===== config.mk =====
export PLATFORM = sky130hd
export DESIGN_NAME = seg_scan_ctrl_flat
export DESIGN_NICKNAME = d
export VERILOG_FILES = /design/src/rtl/seg_scan_ctrl_if.sv /design/src/rtl/seg_scan_ctrl.sv /design/src/flat_wrapper.sv
export SDC_FILE = /design/constraint.sdc
export NUM_CORES = 1
export LEC_CHECK = 0
export CAP_MARGIN = 10
export CORE_ASPECT_RATIO = 0.9
export CORE_MARGIN = 8
export CORE_UTILIZATION = 52
export CTS_CLUSTER_SIZE = 28
export DETAILED_ROUTE_END_ITERATION = 10
export PLACE_DENSITY = 0.86
export SYNTH_ARGS = -nofsm -noshare
export SYNTH_HDL_FRONTEND = slang
export SYNTH_SLANG_ARGS = --single-unit

===== constraint.sdc =====
create_clock -name clk -period 2.3 [get_ports clk]
set_input_delay 0.345 -clock clk [delete_from_list [all_inputs] [get_ports clk]]
set_output_delay 0.345 -clock clk [all_outputs]
set_load 0.005 [all_outputs]

===== src/rtl/seg_scan_ctrl_if.sv =====
// Host-side bundle for the seven-segment scan controller: register-file writes,
// scan controls, and the num/sel/dp/blank triple handed to the segment decoder.
interface seg_scan_ctrl_if;
    logic       en;
    logic       wr_en;
    logic [2:0] wr_addr;
    logic [3:0] wr_data;
    logic       wr_dp;
    logic [7:0] digit_mask;
    logic       lzs;
    logic [3:0] num;
    logic [2:0] sel;
    logic       dp;
    logic       blank;
    logic       frame_done;

    modport master (
        output en, wr_en, wr_addr, wr_data, wr_dp, digit_mask, lzs,
        input  num, sel, dp, blank, frame_done
    );

    modport slave (
        input  en, wr_en, wr_addr, wr_data, wr_dp, digit_mask, lzs,
        output num, sel, dp, blank, frame_done
    );
endinterface


===== src/rtl/seg_scan_ctrl.sv =====
// Time-multiplexed 8-digit scan controller with gap blanking, digit masking,
// leading-zero suppression and a frame-done pulse; all outputs registered.
module seg_scan_ctrl #(
    parameter int unsigned REFRESH_DIV = 100000,
    parameter int unsigned GAP_CYCLES  = 1000
) (
    input  logic           clk,
    input  logic           rst_n,
    seg_scan_ctrl_if.slave bus
);
    localparam int unsigned CW     = $clog2(REFRESH_DIV);
    localparam logic [CW-1:0] CntMax = CW'(REFRESH_DIV - 1);
    localparam logic [CW-1:0] GapEnd = CW'(GAP_CYCLES);
    localparam bit HasGap = (GAP_CYCLES != 0);

    typedef enum logic [1:0] {StOff, StGap, StShow} state_e;

    state_e        state_q, state_d, slot_start;
    logic [CW-1:0] cnt_q, cnt_d;
    logic [2:0]    ptr_q, ptr_d;

    logic [3:0] val_q [8];
    logic [7:0] dpf_q;
    logic [7:0] nz;
    logic [7:0] upper_nz;
    logic       suppressed;

    logic [3:0] num_q, num_d;
    logic [2:0] sel_q, sel_d;
    logic       dp_q, dp_d;
    logic       blank_q, blank_d;
    logic       frame_done_q, frame_done_d;

    always_ff @(posedge clk or negedge rst_n) begin
        if (!rst_n) begin
            state_q <= StOff;
            cnt_q   <= '0;
            ptr_q   <= '0;
        end else begin
            state_q <= state_d;
            cnt_q   <= cnt_d;
            ptr_q   <= ptr_d;
        end
    end

    always_comb begin
        slot_start = HasGap ? StGap : StShow;
        state_d    = state_q;
        cnt_d      = cnt_q;
        ptr_d      = ptr_q;
        if (!bus.en) begin
            state_d = StOff;
            cnt_d   = '0;
            ptr_d   = '0;
        end else if (state_q == StOff) begin
            state_d = slot_start;
            cnt_d   = '0;
            ptr_d   = '0;
        end else if (cnt_q == CntMax) begin
            state_d = slot_start;
            cnt_d   = '0;
            ptr_d   = ptr_q + 3'd1;
        end else begin
            cnt_d = cnt_q + CW'(1);
            if (state_q == StGap && cnt_d == GapEnd) begin
                state_d = StShow;
            end
        end
    end

    // upper_nz[k] is set when any of entries k..7 holds a non-zero value
    always_comb begin
        nz = '0;
        for (int j = 0; j < 8; j++) begin
            nz[j] = (val_q[j] != 4'd0);
        end
    end

    always_comb begin
        upper_nz = '0;
        for (int k = 0; k < 8; k++) begin
            upper_nz[k] = |(nz >> k);
        end
    end

    // Outputs are computed from the next pointer so sel/num/dp move together.
    always_comb begin
        sel_d        = ptr_d;
        num_d        = val_q[ptr_d];
        dp_d         = dpf_q[ptr_d];
        suppressed   = bus.lzs && (ptr_d != 3'd0) && !upper_nz[ptr_d];
        blank_d      = (state_d != StShow) || !bus.digit_mask[ptr_d] || suppressed;
        frame_done_d = bus.en && (state_q != StOff) && (cnt_q == CntMax) && (ptr_q == 3'd7);
    end

    always_ff @(posedge clk or negedge rst_n) begin
        if (!rst_n) begin
            num_q        <= '0;
            sel_q        <= '0;
            dp_q         <= 1'b0;
            blank_q      <= 1'b1;
            frame_done_q <= 1'b0;
        end else begin
            num_q        <= num_d;
            sel_q        <= sel_d;
            dp_q         <= dp_d;
            blank_q      <= blank_d;
            frame_done_q <= frame_done_d;
        end
    end

    always_ff @(posedge clk or negedge rst_n) begin
        if (!rst_n) begin
            for (int i = 0; i < 8; i++) begin
                val_q[i] <= '0;
            end
            dpf_q <= '0;
        end else if (bus.wr_en) begin
            val_q[bus.wr_addr] <= bus.wr_data;
            dpf_q[bus.wr_addr] <= bus.wr_dp;
        end
    end

    assign bus.num        = num_q;
    assign bus.sel        = sel_q;
    assign bus.dp         = dp_q;
    assign bus.blank      = blank_q;
    assign bus.frame_done = frame_done_q;
endmodule


===== src/flat_wrapper.sv =====
// flat-port wrapper written by rule: the top's interface ports become plain ports
module seg_scan_ctrl_flat 
#(
    parameter int unsigned REFRESH_DIV = 100000,
    parameter int unsigned GAP_CYCLES  = 1000
)
  (clk, rst_n, bus_en, bus_wr_en, bus_wr_addr, bus_wr_data, bus_wr_dp, bus_digit_mask, bus_lzs, bus_num, bus_sel, bus_dp, bus_blank, bus_frame_done);
  seg_scan_ctrl_if bus_i ();
  input  logic clk;
  input  logic rst_n;
  input wire logic [$bits(bus_i.en)-1:0] bus_en;
  input wire logic [$bits(bus_i.wr_en)-1:0] bus_wr_en;
  input wire logic [$bits(bus_i.wr_addr)-1:0] bus_wr_addr;
  input wire logic [$bits(bus_i.wr_data)-1:0] bus_wr_data;
  input wire logic [$bits(bus_i.wr_dp)-1:0] bus_wr_dp;
  input wire logic [$bits(bus_i.digit_mask)-1:0] bus_digit_mask;
  input wire logic [$bits(bus_i.lzs)-1:0] bus_lzs;
  output wire logic [$bits(bus_i.num)-1:0] bus_num;
  output wire logic [$bits(bus_i.sel)-1:0] bus_sel;
  output wire logic [$bits(bus_i.dp)-1:0] bus_dp;
  output wire logic [$bits(bus_i.blank)-1:0] bus_blank;
  output wire logic [$bits(bus_i.frame_done)-1:0] bus_frame_done;
  assign bus_i.en = bus_en;
  assign bus_i.wr_en = bus_wr_en;
  assign bus_i.wr_addr = bus_wr_addr;
  assign bus_i.wr_data = bus_wr_data;
  assign bus_i.wr_dp = bus_wr_dp;
  assign bus_i.digit_mask = bus_digit_mask;
  assign bus_i.lzs = bus_lzs;
  assign bus_num = bus_i.num;
  assign bus_sel = bus_i.sel;
  assign bus_dp = bus_i.dp;
  assign bus_blank = bus_i.blank;
  assign bus_frame_done = bus_i.frame_done;
  seg_scan_ctrl #(.REFRESH_DIV(REFRESH_DIV), .GAP_CYCLES(GAP_CYCLES)) u_core (.clk(clk), .rst_n(rst_n), .bus(bus_i));
endmodule

# Word-level counts from Yosys, hierarchy flattened
# Cells that the tools add are included.
totals:
  latchBits: 0
  ff_bits: 69
  memories: 0
  ramBits: 0
  input_bits: 21
  output_inout_bits: 10
  rom_bits: 0
classes:
  n_reduce_logical: 30
  multipliers: 0
  mux: 25
  div_mod_pow: 0
  add_sub_neg: 2
  n_lt_le_gt_ge: 6
  eq_ne: 5
  shifts: 0
  bitwise: 2
op_table:
  columns: ["cell", "n"]
  rows:
  - ["two-way mux 17 bit", 3]
  - ["bitwise mux 32 bit", 1]
  - ["nonzero test 4 bit", 8]
  - ["adder 17 x 1 -> 17 bit (second input constant)", 1]
  - ["== test 17 x 10 -> 1 bit (second input constant)", 1]
  - ["== test 17 bit (second input constant)", 1]
  - ["binary-select mux 4 bit (select 3 bit)", 1]
  - ["demux 4 bit (select 3 bit)", 1]
  - ["two-way mux 4 bit", 3]
  - ["binary-select mux 1 bit (select 3 bit)", 3]
  - ["two-way mux 3 bit", 3]
  - ["bitwise mux 8 bit", 1]
  - ["greater-or-equal comparator 4 bit (second input constant)", 2]
  - ["logical AND 1 bit", 8]
  - ["< comparator 3 x 4 -> 1 bit (second input constant)", 2]
  - ["two-way mux 2 bit", 4]
  - ["NOT 3 -> 4 bit", 2]
  - ["OR reduction 8 bit", 1]
  - ["OR reduction 7 bit", 1]
  - ["OR reduction 6 bit", 1]
  - ["OR reduction 5 bit", 1]
  - ["< comparator 4 x 1 -> 1 bit (second input constant)", 1]
  - ["two-way mux 1 bit", 4]
  - ["OR reduction 4 bit", 1]
  - ["13 further kinds", 15]

# Longest topological paths before layout
# Gate-level depths: netlist of the first run.
logic_depth:
  ltp_word: 10
  mapped_depth: 10

# Worst setup path after synthesis of the first run
# OpenSTA, ideal clock, no wires.
synth_timing:
  path_type: "reg2reg"
  start: "register u_core.cnt_q[0]"
  end: "register u_core.dp_q, in the netlist u_core.bus.dp"
  path_buffers: 2
  t_arrival_ns: 2.259
  synth_period_minus_slack_ns: 2.384
  path_slack_ns: -0.084
  setup_time_ns: 0.125
  path_stages_with_launch: 10
  path_cell_list: "dfrtp_1 -> ha_1 -> and4_4 -> and4_1 -> buf_6 -> mux2i_4 -> buf_6 -> mux2i_1 -> mux2i_1 -> mux2_2"
synth_via:
  elab_chain_cells: 6
synth_lines:
  columns: ["element", "line_no", "text"]
  rows:
  - ["start, declared", "seg_scan_ctrl.sv:19", "logic [CW-1:0] cnt_q, cnt_d;"]
  - ["start signal, assigned", "seg_scan_ctrl.sv:41", "cnt_q <= cnt_d;"]
  - ["== test 17 bit", "seg_scan_ctrl.sv:59", "end else if (cnt_q == CntMax) begin"]
  - ["two-way mux 3 bit", "seg_scan_ctrl.sv:59", null]
  - ["two-way mux 3 bit", "seg_scan_ctrl.sv:55", "end else if (state_q == StOff) begin"]
  - ["two-way mux 3 bit", "seg_scan_ctrl.sv:51", "if (!bus.en) begin"]
  - ["binary-select mux 1 bit (select 3 bit)", "seg_scan_ctrl.sv:90", "dp_d = dpf_q[ptr_d];"]
  - ["two-way mux 1 bit (not written as such)", "seg_scan_ctrl.sv:90", null]
  - ["via u_core.dp_d", "seg_scan_ctrl.sv:30", "logic dp_q, dp_d;"]
  - ["end signal, assigned", "seg_scan_ctrl.sv:106", "dp_q <= dp_d;"]
  - ["end, declared", "seg_scan_ctrl.sv:30", null]
# The timed path passes the listed nets, and every way through them passes these cells. The select of a mux whose other input is x is not followed.
# A chain may end at the register's enable or synchronous reset.

# Worst setup path in the final report of the first run
layout_timing:
  start: "register u_core.cnt_q[12]"
  end: "register u_core.num_q[2], in the netlist u_core.bus.num[2]"
layout_via:
  elab_chain_cells: 8
layout_lines:
  columns: ["element", "line_no", "text"]
  rows:
  - ["== test 17 bit", "seg_scan_ctrl.sv:59", null]
  - ["two-way mux 3 bit", "seg_scan_ctrl.sv:59", null]
  - ["two-way mux 3 bit", "seg_scan_ctrl.sv:55", null]
  - ["two-way mux 3 bit", "seg_scan_ctrl.sv:51", null]
  - ["NOT 3 -> 4 bit (not written as such)", "seg_scan_ctrl.sv:89", "num_d = val_q[ptr_d];"]
  - ["binary-select mux 4 bit (select 3 bit)", "seg_scan_ctrl.sv:89", null]
  - ["two-way mux 4 bit (not written as such) (2 in a row)", "seg_scan_ctrl.sv:89", null]
  - ["via u_core.num_d[2]", "seg_scan_ctrl.sv:28", "logic [3:0] num_q, num_d;"]
  - ["end signal, assigned", "seg_scan_ctrl.sv:104", "num_q <= num_d;"]
  - ["end, declared", "seg_scan_ctrl.sv:28", null]
# The timed path passes the listed nets, and every way through them passes these cells. The select of a mux whose other input is x is not followed.

==> results of run 1 <==
-- layout make-up --
class	count	share of cell area
Clock buffer	9	0.0254
Clock inverter	7	0.0251
Inverter	5	0.00384
Multi-Input combinational cell	239	0.410
Sequential cell	69	0.354
Tap cell	93	0.0238
Timing Repair Buffer	81	0.157
-- cell usage in the layout, fill, tap and decap left out, types with 8 or more instances in the layout --
master	synthesis	layout
nor2_1	24	22
nand2_1	18	18
mux2i_1	40	37
dfrtp_1	68	66
xor2_1	9	9
clkdlybuf4s50_1	0	29
mux2_2	46	44
nand4_1	8	8
buf_4	1	42
clkbuf_8	0	9
xnor2_1	8	8
-- kinds of logic (layout without fill, tap and decap cells) --
family / after synthesis / count (layout)
muxes: 88 / 89
adders and majority gates: 4 / 4
buffers and inverters: 21 / 102
DFF: 69 / 69
xor gates and xnor gates: 17 / 17
AOI/OAI and AO/OA: 25 / 25
and+or+nand+nor: 104 / 104
-- through the flow --
stage / area, um^2 / setup TNS, ns
global placement: 4360 / 0
finish: 4890 / -0.251
CTS: 4630 / 0
detailed placement: 4360 / -0.178
floorplan: 3780 / 0
global route: 4890 / -0.655
-- power by group through the flow --
stage	clock (mW)	combinational [mW]	sequential [mW]
finish	1.22	0.467	1.54
global route	1.28	0.505	1.55
CTS	1.23	0.447	1.52
detailed placement	0	0.443	1.54
global placement	0	0.422	1.53
floorplan	0	0.258	1.50
-- state kept, by name, indices dropped and copies added, names as in the netlist --
register	flops
u_core.cnt_q	17
u_core.bus.frame_done	1
u_core.bus.blank	1
u_core.dpf_q	8
u_core.ptr_q	3
u_core.state_q	2
u_core.val_q	32
u_core.bus.dp	1
u_core.bus.num	4
-- worst register-to-register path, delay by kind of cell (launching register included) --
kind / cells / cell delay [ns]
buffers and inverters: 2 / 0.31
DFF: 1 / 0.39
muxes: 4 / 0.92
and+or+nand+nor: 2 / 0.64
-- routing by layer --
| metal | track usage | share of wire |
|---|---|---|
| met1 | 0.215 | 0.42 |
| met4 | 0.0724 | 0.026 |
| met2 | 0.293 | 0.51 |
| met3 | 0.0431 | 0.047 |
| met5 | 0 | 0 |
-- worst max-delay path by stage --
stage	from	to	slack [ns]
final	u_core.cnt_q[12]	u_core.bus.num[2]	-0.07
after CTS	u_core.cnt_q[0]	u_core.state_q[0]	0.01
after global placement	u_core.cnt_q[0]	u_core.state_q[0]	0.009
after global routing	u_core.cnt_q[5]	u_core.bus.num[2]	-0.12
after floorplan	u_core.cnt_q[0]	u_core.bus.dp	0.008
after detailed placement	u_core.cnt_q[0]	u_core.state_q[0]	-0.10
-- what timing repair did --
action	in CTS	in global routing
resized for setup	1	27
setup buffers	1	12
pin swaps	1	6
cloned	1	2
hold buffers	0	0
setup endpoints to repair	2	8
==> out/results.txt, run 1 <==
Data on the critical path arrives at its endpoint at 2.61 ns. The run gives 0.459 as the proportion of synthesized chip area in sequential cells. After synthesis, the largest family of logic cells by area is multiplexers. The repair_antennas step left the layout with diodes totalling 0. The worst setup path is launched from a flop. The longest clock path from root to sink contains 2 buffers. Entering global routing, the biggest net connects 43 pins. The run gives -0.101 ns as the minimum setup slack after placement. The area of all sequential standard cells was 1730 um^2; the area growth from synthesis to layout was 29.7%. The worst setup path is of the flop to flop kind.

In the routed layout, each cell is associated on average with a via count of 5.88. The maximum operating frequency is 0.423 GHz. The root buffer cell was clkbuf_8.

The count of endpoints failing setup in the final report came out at 5. The worst min-delay path category is input port to asynchronous set/reset pin. The finished layout holds 503 standard cells, fillers aside. For the initial antenna violation count, the log shows 0. The final reports fail on setup timing. The launching point of the worst reg2reg path was u_core.cnt_q[12]. The final design utilization is 0.694. For the pin with the worst max-slew slack, the measured transition is 0.670 ns.

The run gives 492 as the number of filler cells placed in the layout. In the post-synthesis netlist, the biggest area contributors are dfrtp_1 45%, mux2_2 14%, mux2i_1 11%. Setup repair after global routing could not meet its margin everywhere.

The internal portion of the total power is 2.40 mW. Summed over all cells, the static leakage comes to 1.95 nW. The total nets after synthesis is 353, and the fraction of the cycle the final worst path needs is 1.03. The type of element capturing the critical path is a flop. The top cell type's share of synthesized area is 0.452, and the maximum fanout along the worst path is 5. In the final design database the tool counted 430 nets.

The synthesized design spends more area on one cell type than any other, namely dfrtp_1. The tools report the global placement routability congestion as 0.901. Walking the worst path, the cells encountered are nor4bb_1 > and4_4 > mux2i_4 > clkbuf_16 > buf_6 > mux2i_1 > mux2i_1 > mux2_2. STA puts the critical path data required time at 2.54 ns.

For the wire length of the first global-routing pass, the log shows 14600 um. The tools report the gate count after technology mapping as 328. The most used flip-flop cell after synthesis is dfrtp_1.

The fraction of layout cells with a size suffix above 1 is 0.337. Sorting the synthesized cells by how often they occur yields 68 x dfrtp_1, 46 x mux2_2, 40 x mux2i_1. Power spread over the standard cell area amounts to 659 nW/um^2.

The logic depth of the worst setup path including buffers works out to 8. The run gives 0.535 as the starting utilization of the core area. On the critical path, the stage with the largest delay is an instance of dfrtp_1.

The number of enable-type register cells in the synthesized netlist was 0; the clock network fraction of total power was 0.378. The mean post-synth cell area came out at 11.5 um^2. The post-CTS clock slew at the launch and capture registers of the worst setup and hold paths came out at 0.08 ns.

The synthesized netlist contains 48 unique library cells. For this design the total switching power over the nets is 0.823 mW. The tools report the summed instance area of the synthesized netlist as 3770 um^2. The kind of cell with the highest combined delay along the critical path is multiplexers. The adder-cell share of the synthesized area was 0.0133. Yosys instantiated no cell more often than dfrtp_1.

Final max-slew violation count: 0. Final hold analysis gives a worst-case slack of 0.0243 ns. The number of clock buffers added by TritonCTS is 9. The tools report the total global-route track usage as 0.177. The run gives 0 as the number of max-cap violations. The logs give 3.22 mW for the overall power consumption and 31 for the number of primary I/O pins. The tools report the headroom to the max-slew limit as 0.554. The first TritonRoute pass finished after 4 iterations. After global routing the overflow that remains totals 0. Smallest setup slack after layout: -0.0668 ns. The tools report the via total after detailed routing as 2956. Insertion delay of the later-clocked pin in the worst-skew pair: 0.35 ns. The core region is 7040 um^2. In this run the register-to-register setup slack is -0.07 ns.

For the detailed-placement wirelength estimate, the log shows 6320 um. The combinational cell fraction of total power was 0.145. The dominant cell type by count on the critical path is mux2i_1. Share of flip-flops with an asynchronous set or reset after synthesis: 1.00.

For the sequential group share of total power, the log shows 0.477. The number of buffers added on ports was 30. Including well taps, the total number of placed cells is 471. The share of synthesized cell area in and, or, nand and nor gates is 0.153. Summed over all layers, the routed wires come to 9690 um. The number of sinks driven by the clock tree is 69. TritonCTS built the clock tree. The H-tree was split into 3 levels. For the total of warnings raised by yosys, the log shows 0.

Count of state elements after synthesis: 69. The run finished, with violations left. After detailed routing, the average wire length per cell comes to 19.3 um. In this run the critical register-to-register path is captured at u_core.bus.num[2]. The worst register-to-register path has a depth of 8.

Clock period minus worst slack: 2.37 ns. The switching share of power is 0.256. Number of global-route vias before repair: 2941. Measured along the y axis, the die boundary spans 96.7 um. The die is 106 um wide. The multi-input combinational cells in the finished layout cover a total of 2000 um^2. In this design, the stage delay of the slowest critical-path cell is 0.39 ns.

For this block, the initial DRC count from the detailed router was 133. The final clock skew was 0.00894 ns; the maximum vdd drop was 0.373 mV. The share of the synthesized area in compound gates (AO/OA/AOI/OAI) was 0.0432. Mux cell area share after synthesis: 0.254.

The number of buffer and inverter instances along the worst setup path is 2. The tools report the total number of placement rows as 29. The number of nets still failing antenna checks after routing was 0; the total die area was 10200 um^2. For the number of hold-slack violations in the final timing report, the log shows 0. The synthesized-area fraction occupied by xor and xnor cells came out at 0.0395. The detailed-route DRC error count was 0.
Power figures use the tool's default switching activity.
==> run 2, diff against run 1 <==
REMOVE_ABC_BUFFERS = 1   (was default)
==> out/results.txt, run 2 (synthesized netlist as in run 1, its figures left out) <==
The first global-routing pass estimated 15200 um of wire. In this run the power density over the cells is 660 nW/um^2. Leaving out fill and tap cells, the most frequent cells in the layout are 68 x dfrtp_1, 46 x mux2_2, 39 x mux2i_1, 37 x buf_4, 29 x clkdlybuf4s50_1. In this run the static leakage power is 1.86 nW. Clock tree synthesis inserted a total of 9 buffers. The root buffer cell was clkbuf_8. The tool flagged a number of max-cap violations equal to 0. The fraction of the cycle the final worst path needs is 1.01.

Worst slack on hold paths: -0.0127 ns. The floorplan has 29 rows. The total die area came out at 10200 um^2. IR analysis of the VDD net gives a maximum drop of 0.430 mV.

Leftover overflow at the end of global routing: 0. TritonCTS built the clock tree. The register ranked first by flip-flop count was u_core.val_q. For this design, the sink count on the clock tree is 69.

The class of the most critical setup path is flop to flop. The logs give 2842 for the via total after detailed routing and 0 for the detailed-route DRC error count. The wire-length estimate of the detail-placed layout is 6050 um.

The pre-antenna-repair detailed-routing pass consisted of 4 iterations. The number of buffers added on ports is 30. The die height is 96.7 um, and the global placement routability congestion is 0.870. The number of nets still failing antenna checks after routing is 0. The most common library cell in the layout ignoring fill and taps was dfrtp_1. The initial antenna violation count is 0, and the area growth from synthesis to layout is 25.5%. The clock passes through at most 2 buffers. The slew of the pin with the lowest slew margin is 0.598 ns. The tools report the insertion delay of the later-clocked pin in the worst-skew pair as 0.36 ns. In this run the worst path has a maximum fanout of 13.

Derived from the worst setup path, the maximum achievable clock frequency is 0.431 GHz. The post-CTS clock slew at the launch and capture registers of the worst setup and hold paths was 0.08 ns. The largest registers in the layout are u_core.val_q (32), u_core.cnt_q (17), u_core.dpf_q (8). The total core area was 7040 um^2. Number of global-route vias before repair: 2942. The tools report the type of element capturing the critical path as a flop. The headroom to the max-slew limit is 0.598, and the fraction of layout cells with a size suffix above 1 is 0.311. The run gives -0.110 ns as the minimum setup slack after placement. In the final routed layout, each cell accounts on average for 18.5 um.

The detailed-route wire length was 9120 um; the worst path required time was 2.55 ns. Number of nets in the layout: 419. The final reports fail on hold timing, setup timing. The final design utilization came out at 0.672. Setup repair after global routing could not meet its margin everywhere. The routed via count divided by cell count is 5.78.

The H-tree was split into 3 levels. The flow ran to the end, but the final reports show violations. The die outline width is 106 um.

Flip-flop count of the largest register, all copies and words added: 32. Nature of the critical path startpoint: a flop. Starting utilization of the core area: 0.535. The tightest min-delay check is of the input port to asynchronous set/reset pin type. The clock period minus worst slack came out at 2.32 ns.

STA puts the critical path data arrival time at 2.57 ns. For the number of hold-slack violations in the final timing report, the log shows 7. The count of endpoints failing setup in the final report was 1. The logs give 70 for the largest net degree at the start of global routing and 212 for the number of DRC markers after the initial detailed-route iteration. For this design the top-level I/O count stands at 31.

The antenna diode count was 0; the hold buffer count at cts was 0. The run gives -0.0216 ns as the smallest setup slack after layout. The total global-route track usage came out at 0.185. Between clock sinks in the finished design, the worst skew comes to 0.00674 ns. For the final max-slew violation count, the log shows 0.
-- run 2: changes by cell type in the layout (fill, tap and decap cells not counted), sizes merged --
cell / delta
buf: -8
bufinv: -1
clkbuf: -1
clkinvlp: -1
inv: +1
mux2: -1
-- run 2: area by class of cell --
cell class                 count  area (um^2)
timing repair buffer          71          653
clock inverter                 6         93.8
tap                           93          116
fill                         477         2310
sequential                    69         1730
inverter                       5         18.8
clock buffer                  10          138
multi-input combinational    238         1980
-- run 2: worst max-delay path, stage by stage (launching register included) --
cell	delay (ns)
dfrtp_1	0.41
ha_4	0.16
and4_4	0.23
and4_4	0.27
mux2i_4	0.30
buf_12	0.20
mux2i_1	0.25
mux2i_1	0.12
mux2_2	0.27
-- run 2: worst paths after layout --
check                           startpoint                 to  slack [ns]  cells past startpoint
setup / recovery           u_core.cnt_q[1]  u_core.bus.num[0]       -0.02                      8
hold / removal                       rst_n    u_core.ptr_q[0]       -0.01                      2
setup reg to reg           u_core.cnt_q[1]  u_core.bus.num[0]       -0.02                      8
hold reg to reg            u_core.dpf_q[7]    u_core.dpf_q[7]        0.51                      1
max in group asynchronous            rst_n   u_core.bus.blank        2.01                      2
min in group clk           u_core.dpf_q[7]    u_core.dpf_q[7]        0.51                      1
-- run 2: what timing repair did --
action / 4_1_cts / 5_1_grt
pin swaps: 2 / 4
resized for setup: 6 / 11
cloned: 1 / 0
setup endpoints to repair: 7 / 8
setup buffers: 2 / 2
-- run 2: where the power goes --
part / internal [mW] / leakage (nW) / total, mW / switching (mW)
logic: 0.267 / 0.879 / 0.448 / 0.181
registers: 1.39 / 0.869 / 1.53 / 0.138
clock network: 0.649 / 0.113 / 1.15 / 0.497
-- run 2: metal layers --
layer | wire (um) | share of wire | vias to the layer above | GRT usage
li1 | - | - | 1323 | -
met1 | 4030 | 0.44 | 1405 | 0.239
met2 | 4300 | 0.47 | 99 | 0.282
met3 | 638 | 0.070 | 15 | 0.0597
met4 | 157 | 0.017 | 0 | 0.0670
met5 | 0 | 0 | - | 0
-- run 2: stage by stage --
step	setup TNS [ns]	power [mW]	std cells	instance area (um^2)
floorplan	-3.20	1.75	312	3640
global placement	-0.417	1.95	472	4370
detailed placement	-0.305	1.98	472	4370
CTS	0	3.13	491	4670
global route	-0.570	3.26	492	4730
finish	-0.0216	3.12	492	4730
